File: config.mk
export PLATFORM = sky130hd
export DESIGN_NAME = ahb_cmd_arbiter
export DESIGN_NICKNAME = d
export VERILOG_FILES = /design/src/rtl/ahb_pkg.sv /design/src/rtl/ahb_arb_pick.sv /design/src/rtl/ahb_cmd_arbiter.sv
export SDC_FILE = /design/constraint.sdc
export NUM_CORES = 1
export LEC_CHECK = 0
export BUFFER_PORTS_ARGS = -buffer_cell sky130_fd_sc_hd__buf_2
export CORE_AREA = 2 2 114 116
export CTS_CLUSTER_SIZE = 14
export DETAILED_ROUTE_END_ITERATION = 10
export DIE_AREA = 0 0 116 118
export PLACE_DENSITY = 0.59
export SLEW_MARGIN = 20
export SYNTH_ARGS = -nofsm -noshare
export SYNTH_HDL_FRONTEND = slang
export SYNTH_HIERARCHICAL = 1
export SYNTH_SLANG_ARGS = --single-unit
File: constraint.sdc
create_clock -name hclk -period 2.35 [get_ports hclk]
set_clock_uncertainty 0.1 [all_clocks]
set_input_delay 0.47 -clock hclk [delete_from_list [all_inputs] [get_ports hclk]]
set_output_delay 0.47 -clock hclk [all_outputs]
set_load 0.05 [all_outputs]
File: src/rtl/ahb_pkg.sv
// rtl/ahb_pkg.sv - AHB burst/transfer/size constants and command arbiter state encoding
package ahb_pkg;

  localparam logic [2:0] BST_SINGLE = 3'd0;
  localparam logic [2:0] BST_INCR   = 3'd1;
  localparam logic [2:0] BST_WRAP4  = 3'd2;
  localparam logic [2:0] BST_INCR4  = 3'd3;
  localparam logic [2:0] BST_WRAP8  = 3'd4;
  localparam logic [2:0] BST_INCR8  = 3'd5;
  localparam logic [2:0] BST_WRAP16 = 3'd6;
  localparam logic [2:0] BST_INCR16 = 3'd7;

  localparam logic [1:0] TRANS_IDLE   = 2'b00;
  localparam logic [1:0] TRANS_BUSY   = 2'b01;
  localparam logic [1:0] TRANS_NONSEQ = 2'b10;
  localparam logic [1:0] TRANS_SEQ    = 2'b11;

  localparam logic [2:0] SIZE_BYTE = 3'd0;
  localparam logic [2:0] SIZE_HALF = 3'd1;
  localparam logic [2:0] SIZE_WORD = 3'd2;

  typedef enum logic [1:0] {
    IDLE   = 2'd0,
    CMD    = 2'd1,
    BEAT   = 2'd2,
    RDWAIT = 2'd3
  } arb_state_e;

  // Undefined-length INCR is issued as a single beat by this arbiter.
  function automatic logic [4:0] burst_beats(input logic [2:0] burst);
    logic [4:0] n;
    case (burst)
      BST_WRAP4, BST_INCR4:   n = 5'd4;
      BST_WRAP8, BST_INCR8:   n = 5'd8;
      BST_WRAP16, BST_INCR16: n = 5'd16;
      default:                n = 5'd1;
    endcase
    return n;
  endfunction

endpackage

File: src/rtl/ahb_arb_pick.sv
// rtl/ahb_arb_pick.sv - combinational winner pick: search starts at ptr+1 modulo NREQ
module ahb_arb_pick #(
  parameter int NREQ = 2
) (
  input  logic [NREQ-1:0] req,
  input  logic [1:0]      ptr,
  output logic [NREQ-1:0] gnt_oh,
  output logic [1:0]      gnt_idx
);

  // Walk the search order backwards so the earliest candidate overwrites later ones.
  always_comb begin
    gnt_idx = '0;
    for (int off = NREQ - 1; off >= 0; off--) begin
      for (int j = 0; j < NREQ; j++) begin
        if (req[j] && (j == ((int'(ptr) + 1 + off) % NREQ))) gnt_idx = 2'(j);
      end
    end
    gnt_oh = '0;
    for (int j = 0; j < NREQ; j++) gnt_oh[j] = req[j] && (gnt_idx == 2'(j));
  end

endmodule

File: src/rtl/ahb_cmd_arbiter.sv
// rtl/ahb_cmd_arbiter.sv - NREQ-to-1 AHB command arbiter with read response routing
// AHB_ARB_RR_EN selects round-robin arbitration; fixed lowest-index priority otherwise.
module ahb_cmd_arbiter
  import ahb_pkg::*;
#(
  parameter int NREQ = 2
) (
  input  logic              hclk,
  input  logic              hresetn,
  input  logic [NREQ-1:0]   req_vld_i,
  output logic [NREQ-1:0]   req_rdy_o,
  input  logic [NREQ-1:0]   req_wr_i,
  input  logic [NREQ-1:0]   req_rd_i,
  input  logic [3*NREQ-1:0] req_size_i,
  input  logic [3*NREQ-1:0] req_burst_i,
  input  logic [32*NREQ-1:0] req_addr_i,
  input  logic [32*NREQ-1:0] req_wdata_i,
  output logic [NREQ-1:0]   rsp_vld_o,
  output logic [31:0]       rsp_rdata_o,
  input  logic [NREQ-1:0]   rsp_rdy_i,
  output logic              m_din_vld_o,
  output logic              m_wr_en_o,
  output logic              m_rd_en_o,
  output logic [2:0]        m_data_size_o,
  output logic [2:0]        m_burst_o,
  output logic [31:0]       m_addr_o,
  output logic [31:0]       m_wdata_o,
  output logic              m_dout_rdy_o,
  input  logic              m_din_rdy_i,
  input  logic              m_dout_vld_i,
  input  logic [31:0]       m_rdata_i,
  output logic [1:0]        owner_o
);

  arb_state_e state, state_nxt;
  logic [4:0] cnt, rd_pend, beats;
  logic       is_rd;
  logic [1:0] rr_ptr, win_idx;
  logic [NREQ-1:0] win_oh;
  logic       any_req, cmd_vld, accept, cmd_rd, rd_active, dout_hs;

  logic        sel_vld, sel_wr, sel_rd, sel_rsp_rdy;
  logic [2:0]  sel_size, sel_burst;
  logic [31:0] sel_addr, sel_wdata;

  ahb_arb_pick #(.NREQ(NREQ)) u_pick (
    .req     (req_vld_i),
    .ptr     (rr_ptr),
    .gnt_oh  (win_oh),
    .gnt_idx (win_idx)
  );

  assign any_req = |win_oh;

`ifdef AHB_ARB_RR_EN
  always_ff @(posedge hclk or negedge hresetn) begin
    if (!hresetn)                      rr_ptr <= 2'(NREQ - 1);
    else if (state == IDLE && any_req) rr_ptr <= win_idx;
  end
`else
  assign rr_ptr = 2'(NREQ - 1);
`endif

  always_comb begin
    sel_vld     = 1'b0;
    sel_wr      = 1'b0;
    sel_rd      = 1'b0;
    sel_rsp_rdy = 1'b0;
    sel_size    = '0;
    sel_burst   = '0;
    sel_addr    = '0;
    sel_wdata   = '0;
    for (int i = 0; i < NREQ; i++) begin
      if (owner_o == 2'(i)) begin
        sel_vld     = req_vld_i[i];
        sel_wr      = req_wr_i[i];
        sel_rd      = req_rd_i[i];
        sel_rsp_rdy = rsp_rdy_i[i];
        sel_size    = req_size_i[3*i +: 3];
        sel_burst   = req_burst_i[3*i +: 3];
        sel_addr    = req_addr_i[32*i +: 32];
        sel_wdata   = req_wdata_i[32*i +: 32];
      end
    end
  end

  // Valid is gated by the owner's request so a withdrawn command can never be accepted.
  assign cmd_vld   = (state == CMD) && sel_vld;
  assign accept    = cmd_vld && m_din_rdy_i;
  assign cmd_rd    = sel_rd && !sel_wr;
  assign beats     = burst_beats(sel_burst);
  assign rd_active = (rd_pend != 5'd0);
  assign dout_hs   = m_dout_vld_i && m_dout_rdy_o;

  always_comb begin
    state_nxt = state;
    case (state)
      IDLE:   if (any_req) state_nxt = CMD;
      CMD: begin
        if (!sel_vld)               state_nxt = IDLE;
        else if (accept) begin
          if (beats > 5'd1)         state_nxt = BEAT;
          else if (cmd_rd)          state_nxt = RDWAIT;
          else                      state_nxt = IDLE;
        end
      end
      BEAT:   if (m_din_rdy_i && cnt == 5'd1) state_nxt = is_rd ? RDWAIT : IDLE;
      RDWAIT: if (rd_pend == 5'd0 || (rd_pend == 5'd1 && dout_hs)) state_nxt = IDLE;
      default: state_nxt = IDLE;
    endcase
  end

  always_ff @(posedge hclk or negedge hresetn) begin
    if (!hresetn) begin
      state   <= IDLE;
      owner_o <= 2'd0;
      cnt     <= 5'd0;
      rd_pend <= 5'd0;
      is_rd   <= 1'b0;
    end else begin
      state <= state_nxt;
      if (state == IDLE && any_req) owner_o <= win_idx;
      if (accept) begin
        cnt   <= beats - 5'd1;
        is_rd <= cmd_rd;
      end else if (state == BEAT && m_din_rdy_i) begin
        cnt <= cnt - 5'd1;
      end
      if (accept && cmd_rd) rd_pend <= beats;
      else if (dout_hs)     rd_pend <= rd_pend - 5'd1;
    end
  end

  assign m_din_vld_o   = cmd_vld;
  assign m_wr_en_o     = cmd_vld && sel_wr;
  assign m_rd_en_o     = cmd_vld && cmd_rd;
  assign m_data_size_o = cmd_vld ? sel_size  : 3'd0;
  assign m_burst_o     = cmd_vld ? sel_burst : 3'd0;
  assign m_addr_o      = cmd_vld ? sel_addr  : 32'd0;
  assign m_wdata_o     = cmd_vld ? sel_wdata : 32'd0;
  assign m_dout_rdy_o  = rd_active && sel_rsp_rdy;
  assign rsp_rdata_o   = rd_active ? m_rdata_i : 32'd0;

  always_comb begin
    req_rdy_o = '0;
    rsp_vld_o = '0;
    for (int i = 0; i < NREQ; i++) begin
      req_rdy_o[i] = accept && (owner_o == 2'(i));
      rsp_vld_o[i] = rd_active && m_dout_vld_i && (owner_o == 2'(i));
    end
  end

endmodule

==> results by stage, run 1 <==
Clocking:
- The clock insertion delay at the later pin of the skew report is roughly 0.25 ns.
- The number of clock sinks is 15.
- The total of hold buffers inserted after clock tree synthesis is 0.
- The CTS tree is built.
- The deepest clock path buffer count is 2.
- Clock-pin slew was measured on the worst setup and hold paths at ~0.050 ns.
- In this run the number of H-tree levels came out at 1.
- The clock tree root buffer cell is clkbuf_16.
- Counting the buffers created by CTS gives 3.

Route:
- The routed layout has 3491 vias.
- The number of DRC violations after detailed-routing iteration 0 is 120.
- The remaining number of nets flagged by the antenna check after routing is 0.
- Wires add up to between 10000 and 15000 um.
- After detailed routing, the number of remaining DRC violations is 0.
- The via-per-instance ratio is between 4 and 5.
- The detailed-route wire length per cell is 15.10 um.
- The first detailed-routing pass ran for 4 iterations.

Timing:
- The fmax is around 0.43 GHz.
- Dividing the final minimum period by the clock period gives 99.66%.
- The count of final max-slew check failures came to 0.
- Setup repair after global routing could not meet its margin everywhere.
- Subtracting the final worst setup slack from the clock period gives about 2.3 ns.
- Setup violations remaining at the end of the flow were counted as 0.
- Adding up every negative setup slack in the final design gives 0 ns.
- The number of failing hold endpoints at the final stage is 0.
- The headroom to the max-slew limit is 46.23%.
- At the pin with the least slew margin, the transition time is slightly below 0.8 ns.

Worst setup path:
- Measured in cells, the most critical reg-to-reg path has a length of 7.
- STA classifies the critical path endpoint as an output pin.
- STA classifies the critical path startpoint as a flip-flop.
- The worst path required time is about 1.8 ns.
- Data on the critical path arrives at its endpoint at roughly 1.8 ns.
- The worst setup path is of the reg2out kind.
- In this run the register-to-register setup slack is approximately 0.15 ns.
- In this run the critical register-to-register path is captured at rd_pend[4]$_DFFE_PN0P_.
- The maximum fanout count along the critical path is 23.
- The launching point of the worst reg2reg path is rd_pend[1]$_DFFE_PN0P_.

Synthesis:
- The number of warnings issued by yosys is 6.
- After synthesis, the mean cell area works out to approximately 7.4 sq um.
- The cell area that synthesis handed to floorplanning was 2381 sq um.
- The cell count after synthesis came out at around 320.

Power and ir drop:
- In this run, the clock network consumes 6.7% of the power.
- Of the total power, the share spent switching nets is a little under three fifths.
- The power density normalized to cell area is approximately 1100 nW/um^2.
- Sequential cells burn 10.0% of the power.
- For this design the static power due to leakage is between 2 and 3 nW.
- Across the VDD grid, the largest voltage drop is a little over 0.5 mV.
- The power share of the combinational group is a little over four fifths.
- The switching power total is 2.909 mW.
- The internal power of the cells totals between 2 and 2.5 mW.
- The total chip power is approximately 5 mW.

Global routing:
- Entering global routing, the biggest net connects 48 pins.
- The initial antenna violation count came to 1.
- The first global-routing pass estimated 16910 um of wire.
- After global routing the overflow that remains totals 0.
- Global routing used 15.30% of the available tracks.
- The via count of the first global-routing pass was 3247.

Placed design:
- The count of input and output buffers is 295.
- The weighted congestion reported at the end of routability-driven placement is roughly 0.82.
- The detailed-placement wirelength estimate is around 9700 um.

Layout:
- After the last flow step, the layout net total stands at 820.
- The library cell used most frequently in the layout, excluding fill and tap cells, is buf_2.
- Leaving out fill and tap cells, the most frequent cells in the layout are buf_2, mux2i_1, nor2_1.
- In the final layout, the share of cells above drive strength 1 is between 50% and 60%.
- The post-synthesis to final-layout area growth is 102.6%.
- The layout has approximately 1300 filler cells.
- The final standard cell utilization of the core is 38.85%.

Hold path:
- The min-delay analysis places its worst path in the category in2async.

Floorplanning:
- The floorplan has 41 rows.
- The floorplan step set the die height to around 120 um.
- The initial cell density of the core is 19.18%.
- The top-level I/O count is 296.
- The chip width is about 120 um.
- The floorplan step defined a die boundary enclosing 13690 sq um.
- After floorplanning, the core was sized to cover 12410 sq um.

Outcome:
- The flow ran to the end, and the final reports show no timing, DRC or antenna violations.

Flow run:
- The tool flagged a number of max-cap violations equal to 0.
==> worst max-delay path, stage by stage (launching register included) <==
cell	delay [ns]
dfrtp_4	0.50
mux2_4	0.36
nand2_8	0.15
clkbuf_16	0.22
nor2_1	0.06
buf_2	0.21
==> through the flow <==
stage / area [sq um] / instances / hold slack [ns] / setup slack, ns
finish: 4823 / 803 / 0.02881 / 0.007963
global route: 4823 / 803 / 0.06019 / -0.03838
CTS: 4458 / 794 / 0.04205 / 0.0004017
detailed placement: 4318 / 786 / 0.3100 / 0.1146
global placement: 4318 / 786 / 0.3046 / 0.1413
floorplan: 2506 / 323 / 0.07441 / -0.3367
==> what timing repair did <==
item / in CTS / in global routing
endpoints found under the setup margin: 100 / 102
pin swaps: 0 / 2
setup buffers: 4 / 4
cloned: 0 / 4
resized for setup: 7 / 120
==> metal layers <==
metal | share of wire, % | wire length [um] | track usage (%)
met1 | 41 | 4925 | 19.43
met2 | 50 | 6012 | 26.46
met3 | 8.1 | 977 | 2.626
met4 | 1.7 | 210 | 4.018
met5 | 0 | 0 | 0
==> state kept, by name, summed over array words and instances (netlist names) <==
signal and flops:
rd_pend 5, state 2, is_rd 1, cnt 5
owner_o 2
==> worst max-delay path by stage <==
| stage | slack, ns | cells after the start | end | startpoint |
|---|---|---|---|---|
| 2_1_floorplan | -0.34 | 5 | m_addr_o[15] | owner_o[1]$_DFFE_PN0P_ |
| 3_3_place_gp | 0.14 | 7 | rd_pend[0]$_DFFE_PN0P_ | rd_pend[1]$_DFFE_PN0P_ |
| 3_5_place_dp | 0.11 | 7 | rd_pend[0]$_DFFE_PN0P_ | rd_pend[1]$_DFFE_PN0P_ |
| 4_1_cts | 0.0004 | 5 | m_wdata_o[18] | owner_o[0]$_DFFE_PN0P_ |
| 5_1_grt | -0.04 | 5 | m_wdata_o[17] | owner_o[0]$_DFFE_PN0P_ |
| 6_report | 0.008 | 5 | m_wdata_o[17] | owner_o[0]$_DFFE_PN0P_ |
==> power by group through the flow <==
stage	clock (mW)	combinational [mW]	sequential [mW]
after global routing	0.356	4.53	0.533
after floorplan	0	2.73	0.562
after global placement	0	3.82	0.520
after detailed placement	0	3.83	0.520
final	0.344	4.26	0.512
after CTS	0.346	3.93	0.505
==> cell type report <==
class	instances	area (sq um)	area share [%]
Multi-Input combinational cell	277	2066	42.83
Timing Repair Buffer	325	2044	42.39
Sequential cell	15	379.1	7.860
Tap cell	172	215.2	4.462
Clock buffer	4	78.83	1.634
Inverter	9	37.54	0.7782
Antenna cell	1	2.502	0.05188
No activity file was read; power rests on OpenSTA's default activity.
==> inputs of run 2 (changes only) <==
--- a/config.mk
+++ b/config.mk
@@ -5,12 +5,13 @@
 export SDC_FILE = /design/constraint.sdc
 export NUM_CORES = 1
 export LEC_CHECK = 0
+export ABC_AREA = 1
 export BUFFER_PORTS_ARGS = -buffer_cell sky130_fd_sc_hd__buf_2
-export CORE_AREA = 2 2 114 116
+export CORE_AREA = 2 2 116 118
 export CTS_CLUSTER_SIZE = 14
 export DETAILED_ROUTE_END_ITERATION = 10
-export DIE_AREA = 0 0 116 118
-export PLACE_DENSITY = 0.59
+export DIE_AREA = 0 0 118 120
+export PLACE_DENSITY = 0.6
 export SLEW_MARGIN = 20
 export SYNTH_ARGS = -nofsm -noshare
 export SYNTH_HDL_FRONTEND = slang
==> run 2 against run 1 <==
  * Synthesized cell count up 50%
  * Critical endpoint is now m_wdata_o[4]
  * Highest routed layer unchanged
  * Largest power group unchanged
  * Routed wire length up 11%
  * Clock-buffer cell count unchanged
==> results by stage, run 2 <==
Outcome:
- The run finished with clean final reports.

Worst setup path:
- For the worst setup path, the data required time is 1.78 ns.
- The startpoint identified for the worst register-to-register timing path is owner_o[0]$_DFFE_PN0P_.
- The capturing point of the worst reg2reg path is rd_pend[2]$_DFFE_PN0P_.
- The arrival time of data at the critical path endpoint is 1.75 ns.
- The category of the most critical setup path is reg2out.
- The maximum fanout count along the critical path is 7.
- The type of destination of the critical path is an output pin.
- The setup check on the worst reg-to-reg path leaves a slack of approximately 0.55 ns.
- The timing endpoint of the critical path is m_wdata_o[4].
- The critical path starts at owner_o[0]$_DFFE_PN0P_.
- STA classifies the critical path startpoint as a flip-flop.
- The number of cell instances on the worst register-to-register path is 12.

Placed design:
- The total cell area at the placement stage is slightly below 5000 sq um.
- Port buffering added between 200 and 300 buffers.
- The setup slack at placement is between 0.1 and 0.15 ns.
- At the end of routability-driven placement, the weighted congestion stood at 0.9236.
- The cell count after placement is roughly 930.
- Detailed placement ended at an HPWL of ~9500 um.

Global routing:
- The via count of the first global-routing pass is 3998.
- The total global routing track utilization is 17.06%.
- The total congestion overflow after global routing is 0.
- The initial antenna violation count is 0.
- The first-pass GRT wire length is around 20000 um.
- Entering global routing, the biggest net connects 43 pins.

Timing:
- The fmax is between 0.4 and 0.5 GHz.
- Setup repair after global routing could not meet its margin everywhere.
- The number of failing hold endpoints at the final stage was 0.
- The post-route setup TNS is 0 ns.
- Hold is met by around 0.025 ns.
- Setup violations remaining at the end of the flow were counted as 0.
- The share of the cycle needed by the critical path after routing is a little over nine tenths.
- The count of final max-slew check failures is 0.
- In the post-route analysis, the smallest setup slack over all paths is 0.03118 ns.
- The post-route minimum period is ~2.3 ns.

Route:
- The via total after detailed routing is between 4000 and 5000.
- The detailed-route wire length per cell is about 14 um.
- The number of DRC violations after detailed-routing iteration 0 is around 230.
- In the routed design, unresolved DRC markers number 0.
- The remaining number of nets flagged by the antenna check after routing is 0.
- For this run, the detailed router's first-pass iteration total came to 4.
- The via-per-instance ratio is ~4.5.
- The aggregate routed wire length is roughly 13000 um.

Power and ir drop:
- Summing internal, switching and leakage power gives 5.068 mW.
- The switching power total is roughly 3.0 mW.
- The power density normalized to cell area is between 800 and 900 nW/um^2.
- The worst-case IR drop observed on VDD is around 0.44 mV.
- The share of total power in sequential cells is 9.9%.
- The internal power of the cells totals ~2.1 mW.
- The net switching share of the total power is ~59%.
- Per report_power, the clock group accounts for under 10% of the total.
- In this run the static leakage power is between 2 and 3 nW.
- Combinational logic burns a little over four fifths of the power.

Synthesis:
- Synthesis handed over a netlist of between 400 and 500 instances.
- The cell area that synthesis handed to floorplanning was between 2000 and 3000 sq um.
- The number of warnings issued by yosys is 6.
- The post-synthesis average cell area is 5.334 sq um.

Floorplanning:
- The area of the die is ~14000 sq um.
- The floorplan core area is 12980 sq um.
- Measured along the y axis, the die boundary spans 120 um.
- 296 I/O pins were placed.
- The initial cell density of the core is roughly 20%.
- The chip width is around 120 um.
- Row generation in the floorplan step produced 42 rows.

Clocking:
- Clock tree synthesis found a total of 15 sinks.
- Buffers inserted during clock tree synthesis total 3.
- The post-CTS clock slew at the launch and capture registers of the worst setup and hold paths is 0.05 ns.
- The clock insertion delay at the later pin of the skew report is approximately 0.25 ns.
- CTS built an H-tree with a depth of 1.
- The total of hold buffers inserted after clock tree synthesis is 0.
- TritonCTS built the clock tree.
- The deepest clock path buffer count is 2.
- The clock tree root buffer cell is clkbuf_16.

Layout:
- Across the whole layout, storage elements account for between 300 and 400 sq um.
- After filler insertion, the fill cell instance count of the layout stands at about 1300.
- The final layout contains 970 nets.
- The post-layout instance count excluding filler cells is between 900 and 1000.
- The largest registers in the layout are cnt: 5 flops, rd_pend: 5 flops.
- The most common cell after layout, fill and taps aside is buf_2.
- The fraction of final layout cells sized beyond drive strength 1 is between 50% and 60%.
- The count of antenna diodes in the layout is 0.
- The total non-filler cell area in the finished layout is between 5000 and 6000 sq um.
- In the layout the commonest cells are buf_2, nand2_1, nand3_1.
- The area of the multi-input gates is between 2000 and 3000 sq um.
- The post-synthesis to final-layout area growth is 121.2%.
- The final standard cell utilization of the core is around 44%.

Flow run:
- Across the run, the number of max-cap violations was 0.

Hold path:
- The class of the most critical hold timing path is in2async.
## run 2: cell types whose count changed in the layout (fill, tap and decap cells not counted), moves of 6 or more
cell | before | now
o21ai_0 | 4 | 10
nand3_1 | 2 | 76
a21oi_4 | 0 | 49
inv_1 | 7 | 61
buf_2 | 246 | 232
nor2b_1 | 34 | 0
mux2i_1 | 73 | 0
nor3_1 | 7 | 1
nand2_1 | 8 | 140
nor2_1 | 65 | 16
a21oi_2 | 0 | 21
## run 2: per-layer routing
layer | routed length [um] | vias to the layer above | track usage [%]
met4 | 193 | 0 | 3.614
met5 | 0 | - | 0
li1 | - | 2133 | -
met2 | 6663 | 189 | 29.98
met1 | 5646 | 1950 | 21.93
met3 | 965 | 16 | 2.852
## run 2: area by class of cell
type                       instances  share of cell area (%)
tap                              176                   3.865
inverter                          66                   4.392
timing repair buffer             325                   39.53
multi-input combinational        370                   44.22
clock buffer                       4                   1.383
sequential                        15                   6.610
## run 2: worst min path at each step
stage          startpoint                endpoint  depth (start not counted)
4_1_cts           hresetn  rd_pend[2]$_DFFE_PN0P_                          1
2_1_floorplan     hresetn      cnt[0]$_DFFE_PN0P_                          0
3_3_place_gp      hresetn  rd_pend[2]$_DFFE_PN0P_                          1
6_report          hresetn  rd_pend[1]$_DFFE_PN0P_                          1
3_5_place_dp      hresetn  rd_pend[2]$_DFFE_PN0P_                          1
5_1_grt           hresetn  rd_pend[2]$_DFFE_PN0P_                          1
## run 2: repair_timing
item	CTS	global route
hold endpoints to repair	0	0
gates resized for setup	93	15
pin swaps	2	3
cloned	4	5
setup endpoints to repair	73	79
setup buffers	3	6
## run 2: worst max-delay path, stage by stage, from the launching register on
cell,delay (ns)
dfrtp_2,0.46
nor2_4,0.13
nand2_2,0.08
nand2_4,0.09
nand2_8,0.12
buf_12,0.17
clkbuf_16,0.17
a21oi_4,0.11
buf_6,0.17
## run 2: power by group through the flow
stage,combinational [mW],clock (mW),sequential [mW]
after global placement,3.56,0,0.502
after detailed placement,3.57,0,0.502
final,4.23,0.334,0.504
after floorplan,2.65,0,0.531
after CTS,3.92,0.340,0.505
after global routing,4.59,0.350,0.524
==> inputs of run 3 (changes only) <==
==> constraint.sdc (replaced) <==
create_clock -name hclk -period 2.79 [get_ports hclk]
set_clock_uncertainty 0.1 [all_clocks]
set_input_delay 0.558 -clock hclk [delete_from_list [all_inputs] [get_ports hclk]]
set_output_delay 0.558 -clock hclk [all_outputs]
set_load 0.05 [all_outputs]
==> run 3 against run 2 <==
  * Clock-buffer cell count decreased by 1
  * Clock power decreased by 15%
  * Routed wire length is 13% lower
  * First-iteration DRC count grew 3.9%
  * Register-to-register slack better by 0.32 ns
  * Worst setup slack gained 0.11 ns
  * Total power decreased by 34%
==> results by stage, run 3 (synthesis results as in run 2) <==
Outcome:
- The run finished with clean final reports.

Layout:
- After filler insertion, the fill cell instance count of the layout stands at between 1000 and 1500.
- Leaving out fill and tap cells, the most frequent cell in the layout is buf_2.
- The repair_antennas step left the layout with diodes totalling 0.
- The area growth from synthesis to layout is 70.52%.
- The post-layout instance count excluding filler cells is 936.
- The fraction of final layout cells sized beyond drive strength 1 is between 40% and 50%.
- At the end of the flow the core is filled with cells to around a third.
- In the final layout, the registers with the most flip-flops are cnt: 5 flops, rd_pend: 5 flops.
- The net count of the finished layout is 950.
- Leaving out fill and tap cells, the most frequent cells in the layout are buf_2, nand2_1, nand3_1.

Worst setup path:
- The signal on the critical path passes through nor2_4, buf_4, buf_6, nand2_1, a21oi_1, buf_2.
- The type of origin of the critical path is a flip-flop.
- The worst setup path is of the reg2out kind.
- The number of cell instances on the worst register-to-register path is 11.
- The type of destination of the critical path is an output pin.
- The launching point of the worst reg2reg path is owner_o[0]$_DFFE_PN0P_.
- In this run the critical register-to-register path is captured at rd_pend[2]$_DFFE_PN0P_.
- For this run, the slowest stage of the critical path takes roughly 0.53 ns.
- The setup check on the worst reg-to-reg path leaves a slack of between 0.8 and 0.9 ns.
- The slowest stage of the critical path belongs to the cell dfrtp_2.
- The arrival time of data at the critical path endpoint is roughly 2.0 ns.
- At the worst endpoint, the required time is 2.13 ns.
- The maximum fanout count along the critical path is 22.

Timing:
- The count of final max-slew check failures is 0.
- Setup repair after global routing left no endpoint under its margin.
- The number of failing hold endpoints at the final stage is 0.
- The count of endpoints failing setup in the final report is 0.
- The post-route minimum period is ~2.6 ns.
- For this run, the top clock speed supported by timing is 0.3781 GHz.
- The worst path uses a little over nine tenths of the clock period.
- The post-route worst hold slack is about 0.12 ns.

Hold path:
- The class of the most critical hold timing path is in2async.

Clocking:
- The longest clock path from root to sink contains 2 buffers.
- Buffers inserted during clock tree synthesis total 3.
- The clock drives 15 sinks.
- The tree is rooted in a clkbuf_16.
- The deepest level of the CTS H-tree is 1.
- Post-CTS timing repair inserted 0 buffers for setup.
- The post-CTS clock slew at the launch and capture registers of the worst setup and hold paths is roughly 0.05 ns.
- The clock insertion delay at the later pin of the skew report is roughly 0.25 ns.
- The CTS tree is built.

Floorplanning:
- The chip width is roughly 120 um.
- The number of rows in the core area is 42.
- In this run the vertical extent of the chip is around 120 um.
- The floorplan core area is roughly 13000 sq um.
- The initial cell density of the core is 19.85%.
- The die covers around 14000 sq um.
- The top-level I/O count is approximately 300.

Global routing:
- Entering global routing, the biggest net connects 52 pins.
- The initial antenna violation count is 0.
- Global routing finished with a remaining overflow of 0.
- The first-pass GRT wire length is approximately 18000 um.
- The via count of the first global-routing pass came to around 3500.
- Global routing consumed, over all layers together, between 15 and 20% of the routing resources.

Route:
- In this run, the number of DRC markers left after iteration 0 of detailed routing was about 240.
- The met1 routed wirelength after detailed routing is between 5000 and 6000 um.
- The met3 routed wirelength is 764 um.
- The via total after detailed routing is between 4000 and 5000.
- After detailed routing, the number of remaining DRC violations is 0.
- The aggregate routed wire length is 11770 um.
- The length of the first detailed-routing pass in iterations is 5.
- The remaining number of nets flagged by the antenna check after routing is 0.
- In the final routed layout, each cell accounts on average for 12.58 um.
- In this run the top signal layer used is met4.
- Detailed routing placed a total of 5727 um of wire on met2.
- In the routed layout, each cell is associated on average with a via count of 4.334.

Power and ir drop:
- The worst-case IR drop observed on VDD is 0.4053 mV.
- In this run the static leakage power is approximately 2.5 nW.
- The power density normalized to cell area is 762.0 nW/um^2.

Flow run:
- Max-cap violations in this run came to 0.

Placed design:
- The congestion estimate from routability-driven global placement came to ~0.83.
- During placement, the flow inserted port buffers numbering roughly 300.
- In this run, placement finished with an instance count of 932.
- After legalization and detailed placement, the total HPWL measured ~9400 um.
==> run 3: changes by cell type in the layout (fill, tap and decap cells not counted), moves of 6 or more <==
cell and delta:
buf_2 +63, a21oi_4 -49, a21oi_1 +43, buf_4 -43
buf_6 -22, a21oi_2 +6, nor2_1 +6
==> run 3: how the worst max path moves through the flow <==
stage          cells after the start              startpoint            end
3_5_place_dp                       6  owner_o[0]$_DFFE_PN0P_    m_addr_o[4]
6_report                           6  owner_o[0]$_DFFE_PN0P_    m_addr_o[8]
3_3_place_gp                       6  owner_o[0]$_DFFE_PN0P_    m_addr_o[8]
5_1_grt                            5  owner_o[1]$_DFFE_PN0P_  m_wdata_o[31]
2_1_floorplan                      5  owner_o[1]$_DFFE_PN0P_  m_wdata_o[14]
4_1_cts                            6  owner_o[0]$_DFFE_PN0P_    m_addr_o[8]
==> run 3: area by class of cell <==
type	count	area, sq um	area share, %
inverter	66	250.2	5.696
tap	176	220.2	5.013
timing repair buffer	305	1572	35.77
clock buffer	3	75.07	1.709
sequential	15	376.6	8.573
clock inverter	1	5.005	0.1139
multi-input combinational	370	1894	43.12
==> run 3: critical path, delay by kind of cell, from the launching register on <==
| family | cells | cell delay (ns) |
|---|---|---|
| AOI/OAI and AO/OA | 1 | 0.15 |
| buffers and inverters | 3 | 0.80 |
| DFF | 1 | 0.53 |
| and+or+nand+nor | 2 | 0.25 |
==> run 3: metrics by stage <==
step / TNS, ns / instance area [sq um] / setup slack [ns] / power [mW]
after floorplan: -0.7988 / 2678 / -0.02181 / 2.406
after global placement: 0 / 4305 / 0.3562 / 3.064
after detailed placement: 0 / 4305 / 0.3473 / 3.052
after CTS: 0 / 4385 / 0.07048 / 3.357
after global routing: 0 / 4393 / 0.005523 / 3.648
final: 0 / 4393 / 0.1453 / 3.347
==> run 3: what timing repair did <==
item / 4_1_cts / 5_1_grt
hold buffers: 0 / 0
resized for setup: 0 / 2
endpoints found under the hold margin: 0 / 0
setup endpoints to repair: 0 / 12
==> run 3: per-layer routing <==
metal | up-vias | global-route usage [%]
li1 | 2089 | -
met1 | 1804 | 20.18
met2 | 156 | 25.55
met3 | 8 | 3.612
met4 | 0 | 1.883
met5 | - | 0
==> run 3: where the power goes <==
part | switching [mW] | total [mW] | internal [mW]
combinational | 1.90 | 2.62 | 0.716
sequential | 0.119 | 0.445 | 0.326
clock | 0.0930 | 0.285 | 0.192
total | 2.11 | 3.35 | 1.23
